<file path="config.mk">
export PLATFORM = sky130hd
export DESIGN_NAME = adas_brake_controller
export DESIGN_NICKNAME = d
export VERILOG_FILES = /design/src/rtl/adas_brake_controller.sv
export SDC_FILE = /design/constraint.sdc
export NUM_CORES = 1
export LEC_CHECK = 0
export CORE_MARGIN = 5
export CORE_UTILIZATION = 35
export DETAILED_ROUTE_END_ITERATION = 10
export SYNTH_ARGS = -nofsm -noshare
export SYNTH_HDL_FRONTEND = slang
export SYNTH_SLANG_ARGS = --single-unit
</file>
<file path="constraint.sdc">
create_clock -name clock -period 1.95 [get_ports clock]
set_input_delay 0.39 -clock clock [delete_from_list [all_inputs] [get_ports clock]]
set_output_delay 0.39 -clock clock [all_outputs]
set_load 0.01 [all_outputs]
</file>
<file path="src/rtl/adas_brake_controller.sv">
// ADAS automatic emergency braking controller.
// Confirms an obstacle (camera AND radar) for CONFIRM_CYCLES consecutive
// edges before braking, holds braking HOLD_CYCLES after the obstacle clears,
// and drops to FAULT on any ADAS error. The driver pedal always reaches the
// actuator combinationally, independent of the FSM.
// Build option: define ADAS_FAULT_LATCH_EN to make FAULT sticky until reset.
module adas_brake_controller #(
  parameter int CONFIRM_CYCLES = 4,  // legal 2..255
  parameter int HOLD_CYCLES    = 8   // legal 1..255
) (
  input  logic       clock,
  input  logic       reset,
  input  logic       driver_break,
  input  logic       camera,
  input  logic       radar,
  input  logic       adas_error,
  output logic       vehicle_break,
  output logic       auto_break,
  output logic       fault,
  output logic [2:0] state
);

  typedef enum logic [2:0] {
    IDLE    = 3'd0,
    CONFIRM = 3'd1,
    BRAKE   = 3'd2,
    HOLD    = 3'd3,
    FAULT   = 3'd4
  } state_t;

  // Counter compare points; both fit in 8 bits for every legal parameter,
  // so the counter reaches its exit value before it could ever wrap.
  localparam logic [7:0] CONFIRM_LAST = 8'(CONFIRM_CYCLES - 1);
  localparam logic [7:0] HOLD_LAST    = 8'(HOLD_CYCLES);

  state_t     state_q;
  logic [7:0] count_q;
  logic       obstacle;

  assign obstacle = camera & radar;

  // FSM: state, counter and the registered status flags move together so
  // auto_break/fault always reflect the state register exactly.
  // NOTE: every sequential assignment is non-blocking so all registers in
  // this block update from the same pre-edge values.
  always_ff @(posedge clock or posedge reset) begin
    if (reset) begin
      state_q    <= IDLE;
      count_q    <= 8'd0;
      auto_break <= 1'b0;
      fault      <= 1'b0;
    end else if (adas_error) begin
      // Error outranks every other transition and always clears the counter.
      state_q    <= FAULT;
      count_q    <= 8'd0;
      auto_break <= 1'b0;
      fault      <= 1'b1;
    end else begin
      case (state_q)
        IDLE: begin
          if (obstacle) begin
            state_q <= CONFIRM;
            count_q <= 8'd1;
          end
        end
        CONFIRM: begin
          if (!obstacle) begin
            state_q <= IDLE;
            count_q <= 8'd0;
          end else if (count_q == CONFIRM_LAST) begin
            state_q    <= BRAKE;
            count_q    <= 8'd0;
            auto_break <= 1'b1;
          end else begin
            count_q <= count_q + 8'd1;
          end
        end
        BRAKE: begin
          if (!obstacle) begin
            state_q <= HOLD;
            count_q <= 8'd1;
          end
        end
        HOLD: begin
          if (obstacle) begin
            // Obstacle back during hold: resume braking without reconfirming.
            state_q <= BRAKE;
            count_q <= 8'd0;
          end else if (count_q == HOLD_LAST) begin
            state_q    <= IDLE;
            count_q    <= 8'd0;
            auto_break <= 1'b0;
          end else begin
            count_q <= count_q + 8'd1;
          end
        end
        FAULT: begin
`ifdef ADAS_FAULT_LATCH_EN
          // Sticky fault: only reset leaves this state.
          state_q <= FAULT;
`else
          // Error has cleared this edge: recover to IDLE.
          state_q <= IDLE;
          fault   <= 1'b0;
`endif
        end
        default: begin
          // Unused encodings 5..7 recover to IDLE.
          state_q    <= IDLE;
          count_q    <= 8'd0;
          auto_break <= 1'b0;
          fault      <= 1'b0;
        end
      endcase
    end
  end

  // Driver pedal has zero-latency authority in every state, even in reset.
  assign vehicle_break = driver_break | auto_break;

  assign state = state_q;

endmodule
</file>
Word-level counts from Yosys, hierarchy flattened. Index checks and enable logic that the tools add are counted.

Register bits after elaboration: 13. Input bits: 6. Output and inout bits: 6.

Equality and inequality tests: 17. Bitwise logic cells: 2. $add $sub $neg: 1. Mux-type cells: 24. Reductions and logical operators: 6.

Operators by type and width (count): 2-to-1 mux 8 bit (7); case mux 8 bit (5 select lines) (1); 2-to-1 mux 3 bit (7); inequality test 3 bit, second input constant (6); case mux 3 bit (4 select lines) (1); adder 8 x 1 -> 8 bit, second input constant (1); == test 8 x 2 -> 1 bit, second input constant (1); == test 8 x 4 -> 1 bit, second input constant (1); inequality test 4 bit, second input constant (2); 2-to-1 mux 1 bit (7); == test 3 x 2 -> 1 bit, second input constant (2); AND reduction 5 bit (1); inequality test 2 x 1 -> 1 bit, second input constant (2); AND reduction 4 bit (1); OR reduction 4 bit (1); == test 3 x 1 -> 1 bit, second input constant (1); == test 3 bit, second input constant (1); zero test 3 bit (1); case mux 1 bit (3 select lines) (1); AND reduction 3 bit (1); OR reduction 3 bit (1); inequality test 2 bit, second input constant (1); AND 1 bit (1); OR 1 bit (1).

Logic depth before layout (Yosys ltp).
Depth after elaboration: 5. Gate-level depth with buffers: 7. Mapped depth without buffers: 6.

Worst setup path before layout. No wires, ideal clock.

Path type: reg-to-reg. Start point: register count_q[0]. End point: register count_q[4]. Data required time: 1.819 ns. Path buffers: 1. Stages on the path, launching flop included: 8. Clock period less this slack: 1.653 ns. Arrival: 1.522 ns. Setup slack: 0.297 ns. Cells stage by stage: dfrtp_1 ha_1 nor2b_1 a31oi_1 o211a_1 buf_6 a41oi_1 a31oi_1.

Word-level cells in the longest chain between the ends: 5. Elaborated cells on any way between the ends: 9. Those cells by class: add/sub (1); eq/ne (2); mux (6).

RTL lines: start: declaration (line 37) `logic [7:0] count_q;`; start signal: assignment (line 75) `count_q <= count_q + 8'd1;`; start signal: assignment (line 94) `count_q <= count_q + 8'd1;`; adder 8 x 1 -> 8 bit, or another cell as far along (line 75, 94); 2-to-1 mux 8 bit (on tied branches) (line 89, 70); 2-to-1 mux 8 bit (on tied branches) (line 85, 67); case mux 8 bit (5 select lines) * (line 59) `case (state_q)`; 2-to-1 mux 8 bit * (line 52) `end else if (adas_error) begin`.

Mark *: on every way between the ends. The rest lies on a longest branch, timed or not. A chain may end at the register's enable or synchronous reset.

Final worst setup path.
Start point: register count_q[2]. End point: register count_q[5].

Same word-level chain as after synthesis.

==> impl_metrics.env <==
export IMPL_avgViaCountPerCell=5.30
export IMPL_wl_per_cell_um=13.0
export IMPL_fin_skew_ns=0.00397
export IMPL_syn_inst=83
export IMPL_start_kind="flip-flop"
export IMPL_cp_cell_sequence="nor4_4, a41oi_1, o211a_2, a21o_1, a22o_1"
export IMPL_ys_types=32
export IMPL_min_period_ns=1.78
export IMPL_avgSynthCellArea_um2=9.15
export IMPL_setup_viol_count_final=0
export IMPL_first_iter_violations=11
export IMPL_dp_cells=122
export IMPL_cts_root_buf="clkbuf_4"
export IMPL_critPathRequiredTime_ns=2.12
export IMPL_grt_use_met3=0.0367
export IMPL_drive_above_1_share=0.152
export IMPL_cts_tree="built"
export IMPL_start_util=0.376
export IMPL_numCtsBuffers=3
export IMPL_hold_violations=0
export IMPL_cts_sinks=13
export IMPL_power_frac_seq=0.553
export IMPL_ys_warn_count=0
export IMPL_antenna_found_initial=0
export IMPL_p_int_w=0.000381
export IMPL_global_route_usage_met1=0.164
export IMPL_cpPeakStageDelay_ns=0.47
export IMPL_layout_common_cells="dfrtp_1, clkdlybuf4s50_1, nand2_1"
export IMPL_fin_crit_sh=0.912
export IMPL_final_util=0.472
export IMPL_status="finished, final reports clean"
export IMPL_hold_path_class="in2async"
export IMPL_grt_max_degree=14
export IMPL_switching_share=0.244
export IMPL_drtAntennaViolNets=0
export IMPL_n_fill_cell=199
export IMPL_power_switching_w=0.000123
export IMPL_die_area_mm2=0.00320
export IMPL_h_tree_depth=1
export IMPL_crit_slowest_cell="dfrtp_1"
export IMPL_fmax_mhz=562
export IMPL_combinationalPowerShare=0.110
export IMPL_grt_use_total=0.117
export IMPL_cp_end_kind="flip-flop"
export IMPL_area_growth_pct=25.7
export IMPL_io_buffers=11
export IMPL_p_leak_nw=0.416
export IMPL_critical_path_top_delay_family="compound AO/OA/AOI/OAI gates"
export IMPL_dp_hpwl_um=1210
export IMPL_cts_buffer_depth=2
export IMPL_routabilityCongestion=0.818
export IMPL_crit_fanout=12
export IMPL_grt_pass1_wl_um=2990
export IMPL_drcViolationCount=0
export IMPL_crit_arrival_ns=1.94
export IMPL_clkLatencyLatePin_ns=0.27
export IMPL_ir_worst_vdd_uv=432
export IMPL_power_frac_clock=0.338
export IMPL_synthesis_nets=91
export IMPL_seqCellArea_um2=325
export IMPL_cts_hold_buffers_added=0
export IMPL_critPathKind="reg2reg"
export IMPL_diodes=0
export IMPL_final_instance_count_excl_fill=126
export IMPL_syn_area_um2=759
export IMPL_max_cap_violations=0
export IMPL_grt_overflow_total=0
export IMPL_die_h_um=56.6
export IMPL_grt_busiest_layer="met2"
export IMPL_pin_count=12
export IMPL_path_buf_inv=0
export IMPL_path_clk_slew_ns=0.08
export IMPL_worst_slew_pin_slew_ns=0.500
export IMPL_vias=668
export IMPL_die_x_um=56.6
export IMPL_post_cts_buffers=0
export IMPL_ys_ff_latch=13
export IMPL_num_nets_final=108
export IMPL_drt_pass1_iter_count=4
export IMPL_rows=16
export IMPL_relSlewSlack=0.666
export IMPL_ys_seq_area_frac=0.428
export IMPL_grt_pass1_vias=637
export IMPL_coreArea_mm2=0.00202
export IMPL_power_density_mw_per_mm2=528
export IMPL_drt_wl_total_um=1630
export IMPL_final_common_cell="dfrtp_1"
export IMPL_use_met2=0.167
export IMPL_slew_viol_final=0
export IMPL_multi_input_area_um2=389
-- synthesized netlist by cell type, drive strengths merged --
master   instances  area [um^2]
dfrtp           13          325
nand2            9         33.8
a21oi            7         35.0
inv              6         22.5
a31oi            5         31.3
o21ai            4         20.0
buf              3         23.8
nand3            3         15.0
nor2             3         11.3
nor3             3         15.0
a21o             2         15.0
a22o             2         17.5
a41oi            2         17.5
and3             2         15.0
clkbuf           2         7.51
ha               2         25.0
nand3b           2         15.0
xnor2            2         17.5
a2111oi          1         10.0
a21bo            1         10.0
nand2b           1         6.26
nand4bb          1         11.3
nor2b            1         6.26
nor4             1         12.5
o211a            1         10.0
o211ai           1         7.51
o31ai            1         7.51
or2              1         6.26
xor2             1         8.76
-- worst reg2reg max path, delay by kind of cell (launching register included) --
kind | cells | cell delay [ns]
AOI/OAI and AO/OA | 4 | 0.87
DFF | 1 | 0.47
and+or+nand+nor | 1 | 0.35
-- power by group through the flow --
stage               Sequential (W)  Clock, W  Combinational (W)
finish                    0.000279  0.000170          0.0000553
global route              0.000280  0.000190          0.0000624
CTS                       0.000279  0.000177          0.0000565
detailed placement        0.000284         0          0.0000563
global placement          0.000284         0          0.0000557
floorplan                 0.000284         0          0.0000253
-- final timing paths --
path | from | to | slack (ns) | cells after the start
worst min-delay path | reset | count_q[0] | 0.43 | 2
worst max-delay path | count_q[2] | count_q[5] | 0.17 | 5
max in group asynchronous | reset | count_q[3] | 1.18 | 2
worst max register to register | count_q[2] | count_q[5] | 0.17 | 5
worst min register to register | fault | fault | 0.50 | 1
min in group clock | fault | fault | 0.50 | 1
-- through the flow --
step	cell area, um^2	setup slack, ns	setup TNS (ns)	power [W]	hold WS [ns]
detailed placement	917	-0.0699	-0.184	0.000340	0.476
global route	955	-0.0176	-0.0176	0.000532	0.481
floorplan	759	0.297	0	0.000310	0.267
global placement	917	-0.0266	-0.0266	0.000340	0.468
CTS	943	0.0234	0	0.000512	0.450
finish	955	0.171	0	0.000504	0.430
-- flip-flops by register name, indices dropped and copies added (netlist names) --
register / flops
fault: 1
count_q: 8
state: 3
auto_break: 1
-- kinds of logic (layout without fill, tap and decap cells) --
kind of cell	Yosys count	after routing	synth area share
buffers and inverters	11	27	0.0708
DFF	13	13	0.428
adders and majority gates	2	2	0.0329
and+or+nand+nor	27	27	0.194
AOI/OAI and AO/OA	27	27	0.239
xor gates and xnor gates	3	3	0.0346
-- repair_timing --
item	in CTS	in global routing
setup endpoints to repair	0	4
endpoints found under the hold margin	0	0
resized for setup	0	3
-- cell type report --
| type | instances | share of cell area |
|---|---|---|
| inverters | 6 | 0.0236 |
| well taps | 27 | 0.0354 |
| multi-input cells | 59 | 0.408 |
| flip-flops and latches | 13 | 0.341 |
| repair buffers | 17 | 0.165 |
| clock buffers | 4 | 0.0275 |
-- metal layers --
metal	routed length, um	part of all wire	up-vias
met5	0	0	-
met4	8	0.0049	0
met3	82	0.050	2
met2	784	0.48	15
met1	757	0.46	317
li1	-	-	334
Note: power is estimated with default switching activity, not from simulation.
